## config.mk

```make
export PLATFORM = sky130hd
export DESIGN_NAME = mult_arbiter
export DESIGN_NICKNAME = d
export VERILOG_FILES = /design/src/rtl/mult_arb_pkg.sv /design/src/rtl/mult_arbiter_engine.sv /design/src/rtl/mult_arbiter.sv
export SDC_FILE = /design/constraint.sdc
export NUM_CORES = 1
export LEC_CHECK = 0
export ABC_AREA = 1
export CAP_MARGIN = 40
export CORE_MARGIN = 2
export CORE_UTILIZATION = 38
export DETAILED_ROUTE_END_ITERATION = 10
export DONT_BUFFER_PORTS = 1
export GPL_TIMING_DRIVEN = 0
export SETUP_SLACK_MARGIN = 0.05
export SKIP_LAST_GASP = 1
export SYNTH_ARGS = -nofsm -noshare
export SYNTH_HDL_FRONTEND = slang
export SYNTH_HIERARCHICAL = 1
export SYNTH_SLANG_ARGS = --single-unit
```

## constraint.sdc

```tcl
create_clock -name i_clk -period 2.99 [get_ports i_clk]
set_input_delay 0.598 -clock i_clk [delete_from_list [all_inputs] [get_ports i_clk]]
set_output_delay 0.598 -clock i_clk [all_outputs]
set_load 0.02 [all_outputs]
```

## src/rtl/mult_arb_pkg.sv

```systemverilog
// Shared definitions for the multiplier arbiter.
//   clog2       : ceiling log2 used to size the requester ID and the step counter
//   state_t     : two-state controller encoding (IDLE, BUSY)
//   *_DEFAULT   : default operand widths and requester count
package mult_arb_pkg;

    localparam int N_DEFAULT = 4;
    localparam int M_DEFAULT = 4;
    localparam int R_DEFAULT = 4;

    typedef enum logic {
        ST_IDLE = 1'b0,
        ST_BUSY = 1'b1
    } state_t;

    function automatic int clog2(input int value);
        int w;
        w = 0;
        for (int v = value - 1; v > 0; v = v >> 1) begin
            w++;
        end
        return w;
    endfunction

endpackage

```

## src/rtl/mult_arbiter_engine.sv

```systemverilog
// Iterative unsigned shift-add multiplier, one partial product per step.
//   i_clk, i_rst : clock, synchronous active-high reset (clears all registers)
//   load         : capture op1/op2 and clear the accumulator
//   op1 [N-1:0]  : multiplicand
//   op2 [M-1:0]  : multiplier
//   step         : perform one shift-add step
//   acc [N+M-1:0]: running product, exact after M steps
module mult_engine
    import mult_arb_pkg::*;
#(
    parameter int N = N_DEFAULT,
    parameter int M = M_DEFAULT
) (
    input  logic             i_clk,
    input  logic             i_rst,
    input  logic             load,
    input  logic [N-1:0]     op1,
    input  logic [M-1:0]     op2,
    input  logic             step,
    output logic [N+M-1:0]   acc
);

    // Multiplicand is kept at full product width so it can shift left
    // M times without losing bits that still contribute to the sum.
    logic [N+M-1:0] mcand;
    logic [M-1:0]   mplier;

    always_ff @(posedge i_clk) begin
        if (i_rst) begin
            mcand  <= '0;
            mplier <= '0;
            acc    <= '0;
        end else if (load) begin
            mcand  <= {{M{1'b0}}, op1};
            mplier <= op2;
            acc    <= '0;
        end else if (step) begin
            if (mplier[0]) begin
                acc <= acc + mcand;
            end
            mcand  <= mcand << 1;
            mplier <= mplier >> 1;
        end
    end

endmodule

```

## src/rtl/mult_arbiter.sv

```systemverilog
// Round-robin arbiter in front of a single shared iterative multiplier.
//   i_clk, i_rst   : clock, synchronous active-high reset
//   i_req_valid    : per-requester request valid [R]
//   i_req_mult1    : packed operand 1, requester k at [k*N +: N]
//   i_req_mult2    : packed operand 2, requester k at [k*M +: M]
//   o_req_ready    : one-hot grant, only in IDLE and out of reset
//   o_result       : last completed product (N+M bits), held until next completion
//   o_result_valid : one-cycle pulse qualifying o_result / o_result_id
//   o_result_id    : requester that owns o_result
//   o_busy         : operation in flight
module mult_arbiter
    import mult_arb_pkg::*;
#(
    parameter int N = N_DEFAULT,
    parameter int M = M_DEFAULT,
    parameter int R = R_DEFAULT,
    localparam int ID_W = clog2(R)
) (
    input  logic               i_clk,
    input  logic               i_rst,
    input  logic [R-1:0]       i_req_valid,
    input  logic [R*N-1:0]     i_req_mult1,
    input  logic [R*M-1:0]     i_req_mult2,
    output logic [R-1:0]       o_req_ready,
    output logic [N+M-1:0]     o_result,
    output logic               o_result_valid,
    output logic [ID_W-1:0]    o_result_id,
    output logic               o_busy
);

    localparam int CNT_W = clog2(M + 1);

    state_t            state;
    state_t            state_nxt;
    logic [ID_W-1:0]   last_grant;
    logic [ID_W-1:0]   grant_id;
    logic [ID_W-1:0]   rr_idx;
    logic [ID_W-1:0]   cur_id;
    logic [R-1:0]      ready;
    logic              accept;
    logic [CNT_W-1:0]  cnt;
    logic              eng_step;
    logic [N-1:0]      sel_mult1;
    logic [M-1:0]      sel_mult2;
    logic [N+M-1:0]    eng_acc;

    // Round-robin search starts one past the last grant and wraps, so the
    // requester just served has the lowest priority on the next pick.
    always_comb begin
        ready    = '0;
        grant_id = '0;
        accept   = 1'b0;
        rr_idx   = '0;
        for (int i = 1; i <= R; i++) begin
            rr_idx = ID_W'((int'(last_grant) + i) % R);
            if (!accept && i_req_valid[rr_idx]) begin
                ready[rr_idx] = 1'b1;
                grant_id      = rr_idx;
                accept        = 1'b1;
            end
        end
        if (state != ST_IDLE || i_rst) begin
            ready  = '0;
            accept = 1'b0;
        end
    end

    assign sel_mult1 = i_req_mult1[int'(grant_id)*N +: N];
    assign sel_mult2 = i_req_mult2[int'(grant_id)*M +: M];

    always_ff @(posedge i_clk) begin
        if (i_rst) begin
            state <= ST_IDLE;
        end else begin
            state <= state_nxt;
        end
    end

    // BUSY steps the engine while cnt runs 0..M-1; the cycle with cnt == M
    // publishes the product and frees the multiplier.
    always_comb begin
        state_nxt = state;
        eng_step  = 1'b0;
        case (state)
            ST_IDLE: begin
                if (accept) begin
                    state_nxt = ST_BUSY;
                end
            end
            ST_BUSY: begin
                if (cnt == CNT_W'(M)) begin
                    state_nxt = ST_IDLE;
                end else begin
                    eng_step = 1'b1;
                end
            end
            default: state_nxt = ST_IDLE;
        endcase
    end

    always_ff @(posedge i_clk) begin
        if (i_rst) begin
            cnt            <= '0;
            last_grant     <= ID_W'(R - 1);
            cur_id         <= '0;
            o_result       <= '0;
            o_result_valid <= 1'b0;
            o_result_id    <= '0;
        end else begin
            o_result_valid <= 1'b0;
            if (accept) begin
                cur_id     <= grant_id;
                last_grant <= grant_id;
                cnt        <= '0;
            end else if (state == ST_BUSY) begin
                if (cnt == CNT_W'(M)) begin
                    o_result       <= eng_acc;
                    o_result_id    <= cur_id;
                    o_result_valid <= 1'b1;
                end else begin
                    cnt <= cnt + 1'b1;
                end
            end
        end
    end

    mult_engine #(
        .N (N),
        .M (M)
    ) u_engine (
        .i_clk (i_clk),
        .i_rst (i_rst),
        .load  (accept),
        .op1   (sel_mult1),
        .op2   (sel_mult2),
        .step  (eng_step),
        .acc   (eng_acc)
    );

    assign o_req_ready = ready;
    assign o_busy      = (state == ST_BUSY);

endmodule

```

Word level (Yosys, flattened, before mapping)

Index checks and enable logic that the tools add are counted.

Memory bits (writable): 0
Input bits: 38
Bits in latches: 0
Flip-flop bits (word level): 39
ROM bits: 0
Output and inout bits: 16
Word-level logic and storage cells: 90
Memories: 0

Muxes and demuxes: 39
Reductions and logical operators: 17
$lt $le $gt $ge: 8
Add/sub/neg operators: 6
Equal/unequal tests: 1
Div/mod/pow operators: 0
$mul: 0
Bitwise logic cells: 6
Shift-type cells: 2

Operators by type and width:

| cell                                                                   | count |
|---|---|
| 4-bit 2-to-1 mux                                                       | 9 |
| 16-bit by 5-bit variable part select with 4-bit output                 | 2 |
| 1-bit 2-to-1 mux                                                       | 17 |
| 2-bit by 3-bit < comparator with 1-bit output (second input constant)  | 4 |
| 4-bit OR                                                               | 3 |
| 8-bit adder                                                            | 1 |
| 1-bit binary-select mux with 2-bit select                              | 4 |
| 1-bit demux with 2-bit select                                          | 4 |
| 2-bit by 1-bit >= comparator with 1-bit output (second input constant) | 4 |
| 2-bit 2-to-1 mux                                                       | 4 |
| 1-bit logical AND                                                      | 7 |
| 2-bit by 1-bit adder with 2-bit output (second input constant)         | 2 |
| 2-bit adder (second input constant)                                    | 2 |
| 2-bit AND reduction                                                    | 2 |
| 3-bit by 1-bit adder with 3-bit output (second input constant)         | 1 |
| 3-bit == test (second input constant)                                  | 1 |
| 1-bit logical NOT                                                      | 3 |
| 1-bit inverter                                                         | 3 |
| 3-bit AND reduction                                                    | 1 |
| 3-bit OR reduction                                                     | 1 |
| 1-bit one-hot mux with 2 select lines                                  | 1 |
| 2-bit nonzero test                                                     | 1 |
| 2-bit OR reduction                                                     | 1 |
| 1-bit logical OR                                                       | 1 |

Logic depth before layout (Yosys ltp)

Gate-level depths: netlist of run 1.

Word-level depth: 16
Mapped depth: 18
Gate-level depth less buffers: 16

Cells and area by module

Netlist of run 1, hierarchy kept.

By module, submodules not included:

| module       | cells each | instances | area an instance (um^2) | seq. area each (um^2) |
|---|---|---|---|---|
| mult_arbiter | 285        | 1         | 1700.4                  | 380.4 |
| mult_engine  | 159        | 1         | 1161.1                  | 400.4 |

Worst setup path before layout of run 1

No wires, ideal clock.

Kind: register -> output
Start point: register last_grant[0]
End point: output port o_req_ready[0]
Stages on the path, launching flop included: 14
Arrival time: 1.855 ns
Required time: 2.392 ns
Path slack: 0.537 ns
Buffers on the path: 1
Path through: dfxtp_1 inv_2 buf_6 ha_1 inv_1 nand3_2 nand2_4 nor2_8 nand2_1 inv_1 a21oi_1 o21ai_0 nand2_1 inv_1

Cells in the longest elaborated chain, start to end: 14
Elaborated cells between the ends (all ways): 49
Classes of those cells: add/sub (4); order compare (8); mux (24); bitwise (3); reduce/logical (10)

Ends and longest elaborated chain:

| element                                                                                                | RTL line            | source |
|---|---|---|
| start: declaration                                                                                     | mult_arbiter.sv:35  | `logic [ID_W-1:0] last_grant;` |
| start signal: assignment                                                                               | mult_arbiter.sv:104 | `last_grant <= ID_W'(R - 1);` |
| start signal: assignment                                                                               | mult_arbiter.sv:113 | `last_grant <= grant_id;` |
| parallel branches: the longest is 12 deep, another holds 2-bit by 3-bit < comparator with 1-bit output | n/a                 |  |
| 4-bit 2-to-1 mux *                                                                                     | mult_arbiter.sv:56  | `if (!accept && i_req_valid[rr_idx]) begin` |
| 4-bit 2-to-1 mux *                                                                                     | mult_arbiter.sv:62  | `if (state != ST_IDLE \|\| i_rst) begin` |
| end: declaration                                                                                       | mult_arbiter.sv:24  | `output logic [R-1:0] o_req_ready,` |

Mark *: on every way between the ends. The select of a mux whose other input is x is not followed.

Worst setup path in the final report of run 1

Start point: register last_grant[0]
End point: output port o_req_ready[2]

Same word-level chain as after synthesis.

==> impl_metrics.ini, run 1 <==
[outcome]
status = finished clean

[critical_path]
crit_type = reg -> out
worstPathArrival_ns = 2.16
cp-start-kind = flip-flop
startpoint = last_grant[0]
crit_path_max_fanout = 13
worst_setup_path_end_kind = primary output
reg2reg_from = last_grant[0]
critPathRequiredTime_ns = 2.39

[global_route]
grt_util_met2 = 0.266
met3_usage = 0.0359
grt_max_degree = 14
antenna_found_initial = 0
use_met1 = 0.215
grt_overflow = 0
grt.busiest_layer = met2
grt_util_all_layers = 0.161
grt_pass1_vias = 2522
grt_first_pass_wirelength_microns = 11200

[sta]
slew-limit-headroom = 0.717
tns_ns = 0
max_slew.worst_pin.slew_ns = 0.424
rsz0062_at_grt = no
hold_viol = 0
fmax_ghz = 0.363
slew_viol_final = 0
setup-violations-final = 0
finalCritPeriodShare = 0.922
skew_ns = 0.00913
finalCriticalPeriod_ns = 2.76

[clocking]
clock_sinks = 39
htreeDepth = 2
root_buffer = clkbuf_8
hold_buffers = 0
clockBufferDepth = 2
path_clk_slew_ns = 0.08
insertion_delay_ns = 0.29
cts_buffers = 5
cts_tree = built

[die]
row_count = 31
die_h_microns = 90.8
dieArea_sq_mm = 0.00824
core_area_sq_mm = 0.00725
io_pins = 54
start_util = 0.395
die_x_microns = 90.8

[placed_design]
hpwl_microns = 4980
io_buffer_count = 0
dp.cells = 543
gp_congestion = 0.845
placed_area_sq_mm = 0.00299

[min_path]
min_path_type = in -> reg
worstHoldStart = i_rst

[yosys]
ys_seq_elements = 39
yosysUniqueCellTypes = 35
synth_ff_type = dfxtp_1
synth_edf_count = 0
synth_nets = 500
synth_area_sq_mm = 0.00286
synth.most_common_cell = nand2_1
yosys.area.top_type = dfxtp_1
synth_top_area_frac = 0.273
yosys_warnings = 6
synthTopCellsByCount = nand2_1, inv_1, nand3_1
synth.top_cells.by_area = dfxtp_1, nand2_1, inv_1
syn_inst = 444
syn_area_per_cell_sq_um = 6.44
async_reset_ff_frac = 0
seq_area_frac_synth = 0.273

[drt]
ant_nets = 0
num_vias = 2666
avgRoutedWirePerCell_microns = 11.5
drt_first_pass_iters = 4
drt_iter0_markers = 91
drt-total-wl_microns = 6400
drc_errors = 0
vias_per_cell = 4.79

[cells_and_area]
multiInputGateArea_sq_mm = 0.00166
fin_cells = 556
drive_gt1_frac = 0.123
nFillCells = 809
n_antenna_cell = 0
num-nets-final = 512
syn_to_final_growth_pct = 9.53
fin_util = 0.432
final_cell_area_sq_mm = 0.00313
regArea_sq_um = 788

[pwr]
p_per_area_mw_per_mm2 = 1090
total_power_mw = 3.42
ir_drop_mv = 0.748
total_leakage_power_nw = 1.62

[run]
maxCapViolCount = 0
==> power by group <==
part	internal, mW	switching, mW	total, mW	leakage (nW)
combinational	0.855	1.49	2.34	1.26
clock	0.163	0.183	0.346	0.0412
sequential	0.632	0.101	0.733	0.317
==> critical path: stages, from the launching register on <==
cell     delay, ns
dfxtp_4       0.38
inv_2         0.04
buf_6         0.14
ha_4          0.26
inv_1         0.10
nand3_1       0.09
nand2_1       0.19
nand4_1       0.25
o21ai_0       0.21
nand2_1       0.08
inv_2         0.12
==> layout by cell type (no fill, tap or decap), types with 2 or more instances in the layout <==
master and instances:
nand2_2 6, a21oi_1 28, dfxtp_4 2, buf_4 6
o211ai_1 2, clkbuf_8 5, a22oi_1 3, o21ai_0 21
or2_4 2, xor2_1 2, nor2_1 12, inv_2 9
nand3_2 2, nand3b_1 3, inv_1 81, nand2_1 123
dfxtp_1 37, ha_1 16, nor2_2 3, buf_6 6
clkinvlp_4 2, o21ai_1 4, nand3_1 60, clkbuf_1 4
nand3_4 2, o21ai_2 2
==> final timing paths <==
| check | end | slack (ns) | depth (start not counted) |
|---|---|---|---|
| hold reg to reg | u_engine/mplier[1] | 0.47 | 2 |
| setup / recovery | o_req_ready[2] | 0.23 | 10 |
| hold / removal | u_engine/mplier[1] | 0.36 | 1 |
| setup reg to reg | u_engine/mcand[5] | 0.48 | 13 |
==> what timing repair did <==
| action | CTS | global route |
|---|---|---|
| gates resized for setup | 4 | 10 |
| gates cloned | 0 | 0 |
| setup buffers | 1 | 4 |
| pin swaps | 0 | 2 |
| setup endpoints to repair | 4 | 4 |
==> layout make-up <==
class                   instances  share of cell area
clock inverters                 2             0.00399
well taps                      99              0.0395
clock buffers                   6              0.0232
repair buffers                  5              0.0120
flip-flops and latches         39               0.251
multi-input cells             303               0.531
inverters                      91               0.110
plain buffers                  11              0.0291
==> cell families (layout without fill, tap and decap cells) <==
group,after synthesis,count (layout),share of synthesized area
xor+xnor,3,3,0.00918
simple gates,217,217,0.354
buf+inv,102,115,0.151
compound gates,65,65,0.131
flops,39,39,0.273
fa+ha+maj,18,18,0.0813
==> registers in the layout (all words and copies together), names as in the netlist <==
name             cells
o_result_valid       1
o_result             8
last_grant           2
u_engine/mcand       8
u_engine/acc         8
u_engine/mplier      4
cur_id               2
o_busy               1
cnt                  3
o_result_id          2
==> through the flow <==
step	setup slack [ns]	hold slack (ns)
CTS	0.0987	0.357
finish	0.234	0.360
detailed placement	0.143	0.455
global placement	0.135	0.453
global route	0.0575	0.353
floorplan	0.537	0.434
==> metal layers <==
metal | vias up | routed length [microns]
met3 | 8 | 281
met4 | 0 | 64
met1 | 1180 | 3280
li1 | 1426 | -
met5 | - | 0
met2 | 52 | 2770
Power figures use the tool's default switching activity.
==> inputs of run 2 (changes only) <==
--- a/config.mk
+++ b/config.mk
@@ -9,6 +9,7 @@
 export CAP_MARGIN = 40
 export CORE_MARGIN = 2
 export CORE_UTILIZATION = 38
+export CTS_CLUSTER_DIAMETER = 50
 export DETAILED_ROUTE_END_ITERATION = 10
 export DONT_BUFFER_PORTS = 1
 export GPL_TIMING_DRIVEN = 0
==> constraint.sdc (replaced) <==
create_clock -name i_clk -period 2.99 [get_ports i_clk]
set_input_delay 0.7475 -clock i_clk [delete_from_list [all_inputs] [get_ports i_clk]]
set_output_delay 0.7475 -clock i_clk [all_outputs]
set_load 0.02 [all_outputs]
==> run 2 against run 1 <==
Clock power fell by 1%. Clock-buffer cell count did not move. Cell count rose by 1.1%. Power rose by 3.8%. Critical path depth rose by 1. Flip-flop and latch count did not move. Worst hold slack improved by 0.11 ns. Non-clock buffer count rose by 6. Die area did not move. First-iteration DRC count rose by 6.6%. Clock skew fell by 0.0036 ns. Critical path type unchanged. Critical endpoint unchanged.
==> impl_metrics.ini, run 2 (synthesized netlist as in run 1, its figures left out) <==
[clocking]
root_buffer = clkbuf_8
clockBufferDepth = 2
cts_buffers = 5
hold_buffers = 0
htreeDepth = 2
insertion_delay_ns = 0.29
clock_sinks = 39
cts_tree = built
path_clk_slew_ns = 0.08

[cells_and_area]
most-common-layout-cells = nand2_1, inv_1, nand3_1
final_cell_area_sq_mm = 0.00321
drive_gt1_frac = 0.140
n_antenna_cell = 0
reg.largest.list = o_result (8), u_engine/acc (8), u_engine/mcand (8)
syn_to_final_growth_pct = 12.1
num-nets-final = 518
nFillCells = 795
layout_commonest_cell = nand2_1

[sta]
fmax_ghz = 0.354
max_slew.worst_pin.slew_ns = 0.422
finalWorstSetupSlack_ns = 0.168
finalCritPeriodShare = 0.944
hold_viol = 0
rsz0062_at_grt = no
skew_ns = 0.00550
slew-limit-headroom = 0.718
setup-violations-final = 0
slew_viol_final = 0
finalCriticalPeriod_ns = 2.82

[die]
start_util = 0.395
io_pins = 54
dieArea_sq_mm = 0.00824
row_count = 31
die_h_microns = 90.8
core_area_sq_mm = 0.00725
die_x_microns = 90.8

[global_route]
antenna_found_initial = 0
grt_util_all_layers = 0.162
grt_max_degree = 14
grt_overflow = 0
grt_first_pass_wirelength_microns = 11300
grt_pass1_vias = 2525

[run]
maxCapViolCount = 0

[critical_path]
cp_top_family = simple AND/OR/NAND/NOR gates
crit_path_max_fanout = 6
rr_worst_depth = 14
cp.depth = 11
cp-start-kind = flip-flop
worst_setup_path_end_kind = primary output
cp_slowest_stage_delay_ns = 0.38
worstPathArrival_ns = 2.07
slowest_stage = dfxtp_4
worstPathCellList = inv_2 > buf_8 > ha_4 > inv_2 > nand3_4 > nand2_8 > nor2_8 > nand4_1 > o21ai_0 > nand2_1 > inv_2
worst-path-buf-inv = 4
crit_type = reg -> out
critPathRequiredTime_ns = 2.24
cp_common_cell = inv_2

[pwr]
p_seq_frac = 0.206
p_per_area_mw_per_mm2 = 1110
ir_drop_mv = 0.761
power.share.combinational = 0.698
p_int_mw = 1.74
clockPowerShare = 0.096
p_switching_mw = 1.81
total_leakage_power_nw = 1.65
p_sw_frac = 0.510

[drt]
drt_first_pass_iters = 4
drt-total-wl_microns = 6490
drc_errors = 0
avgRoutedWirePerCell_microns = 11.5
vias_per_cell = 4.83
ant_nets = 0
drt_iter0_markers = 97
num_vias = 2713

[outcome]
status = finished clean

[placed_design]
io_buffer_count = 0
placed_area_sq_mm = 0.00299
hpwl_microns = 4980
gp_congestion = 0.845
dpl_worst_slack_ns = -0.00611

[min_path]
hold_path_depth = 2
min_path_type = reg -> reg
==> run 2: changes by cell type in the layout (fill, tap and decap cells not counted), sizes merged <==
| cell | delta |
|---|---|
| buf | +6 |
==> run 2: repair_timing <==
item,4_1_cts,5_1_grt
setup buffers,1,10
setup endpoints to repair,4,4
resized for setup,11,9
pin swaps,0,6
==> run 2: through the flow <==
stage | utilization | total power, mW | setup TNS, ns | std cells | hold WS, ns
after floorplan | - | 2.52 | 0 | 444 | 0.434
after global routing | 0.442 | 3.91 | 0 | 562 | 0.485
after detailed placement | 0.412 | 2.98 | -0.0104 | 543 | 0.455
final | 0.442 | 3.55 | 0 | 562 | 0.469
after CTS | 0.428 | 3.40 | 0 | 552 | 0.468
after global placement | 0.412 | 2.95 | 0 | 543 | 0.453
==> run 2: power groups by stage <==
stage               registers (mW)  logic (mW)  clock network (mW)
detailed placement           0.747        2.24                   0
CTS                          0.749        2.29               0.356
finish                       0.731        2.48               0.342
global placement             0.743        2.21                   0
global route                 0.748        2.78               0.377
floorplan                    0.712        1.81                   0
==> run 2: cell type report <==
| type | count | area [sq um] | area share |
|---|---|---|---|
| Multi-Input combinational cell | 303 | 1690 | 0.526 |
| Sequential cell | 39 | 788 | 0.246 |
| Inverter | 91 | 345 | 0.108 |
| Tap cell | 99 | 124 | 0.0386 |
| Buffer | 11 | 95.1 | 0.0297 |
| Timing Repair Buffer | 11 | 82.6 | 0.0258 |
| Clock buffer | 6 | 72.6 | 0.0226 |
| Clock inverter | 2 | 12.5 | 0.00390 |
==> run 2: final timing paths <==
path                      start                 end  slack (ns)
max               last_grant[0]      o_req_ready[2]        0.17
min          u_engine/mplier[1]  u_engine/mplier[1]        0.47
max reg2reg       last_grant[0]   u_engine/mcand[5]        0.47
min reg2reg  u_engine/mplier[1]  u_engine/mplier[1]        0.47
==> run 2: routing by layer <==
metal  wire [microns]  GRT usage  vias to the layer above
li1                 -          -                     1434
met1             3270      0.217                     1217
met4               64     0.0379                        0
met3              289     0.0359                        8
met5                0          0                        -
met2             2870      0.266                       54
==> run 2: tightest hold or removal path, cell delays in order (launching register included) <==
cell and delay [ns]:
dfxtp_1 0.32, nand2_1 0.06, a31oi_1 0.06
==> inputs of run 3 (changes only) <==
--- a/config.mk
+++ b/config.mk
@@ -19,3 +19,4 @@
 export SYNTH_HDL_FRONTEND = slang
 export SYNTH_HIERARCHICAL = 1
 export SYNTH_SLANG_ARGS = --single-unit
+export TNS_END_PERCENT = 100
==> results of run 3 <==
Final layout, timing and power as in run 2 (identical DEF).
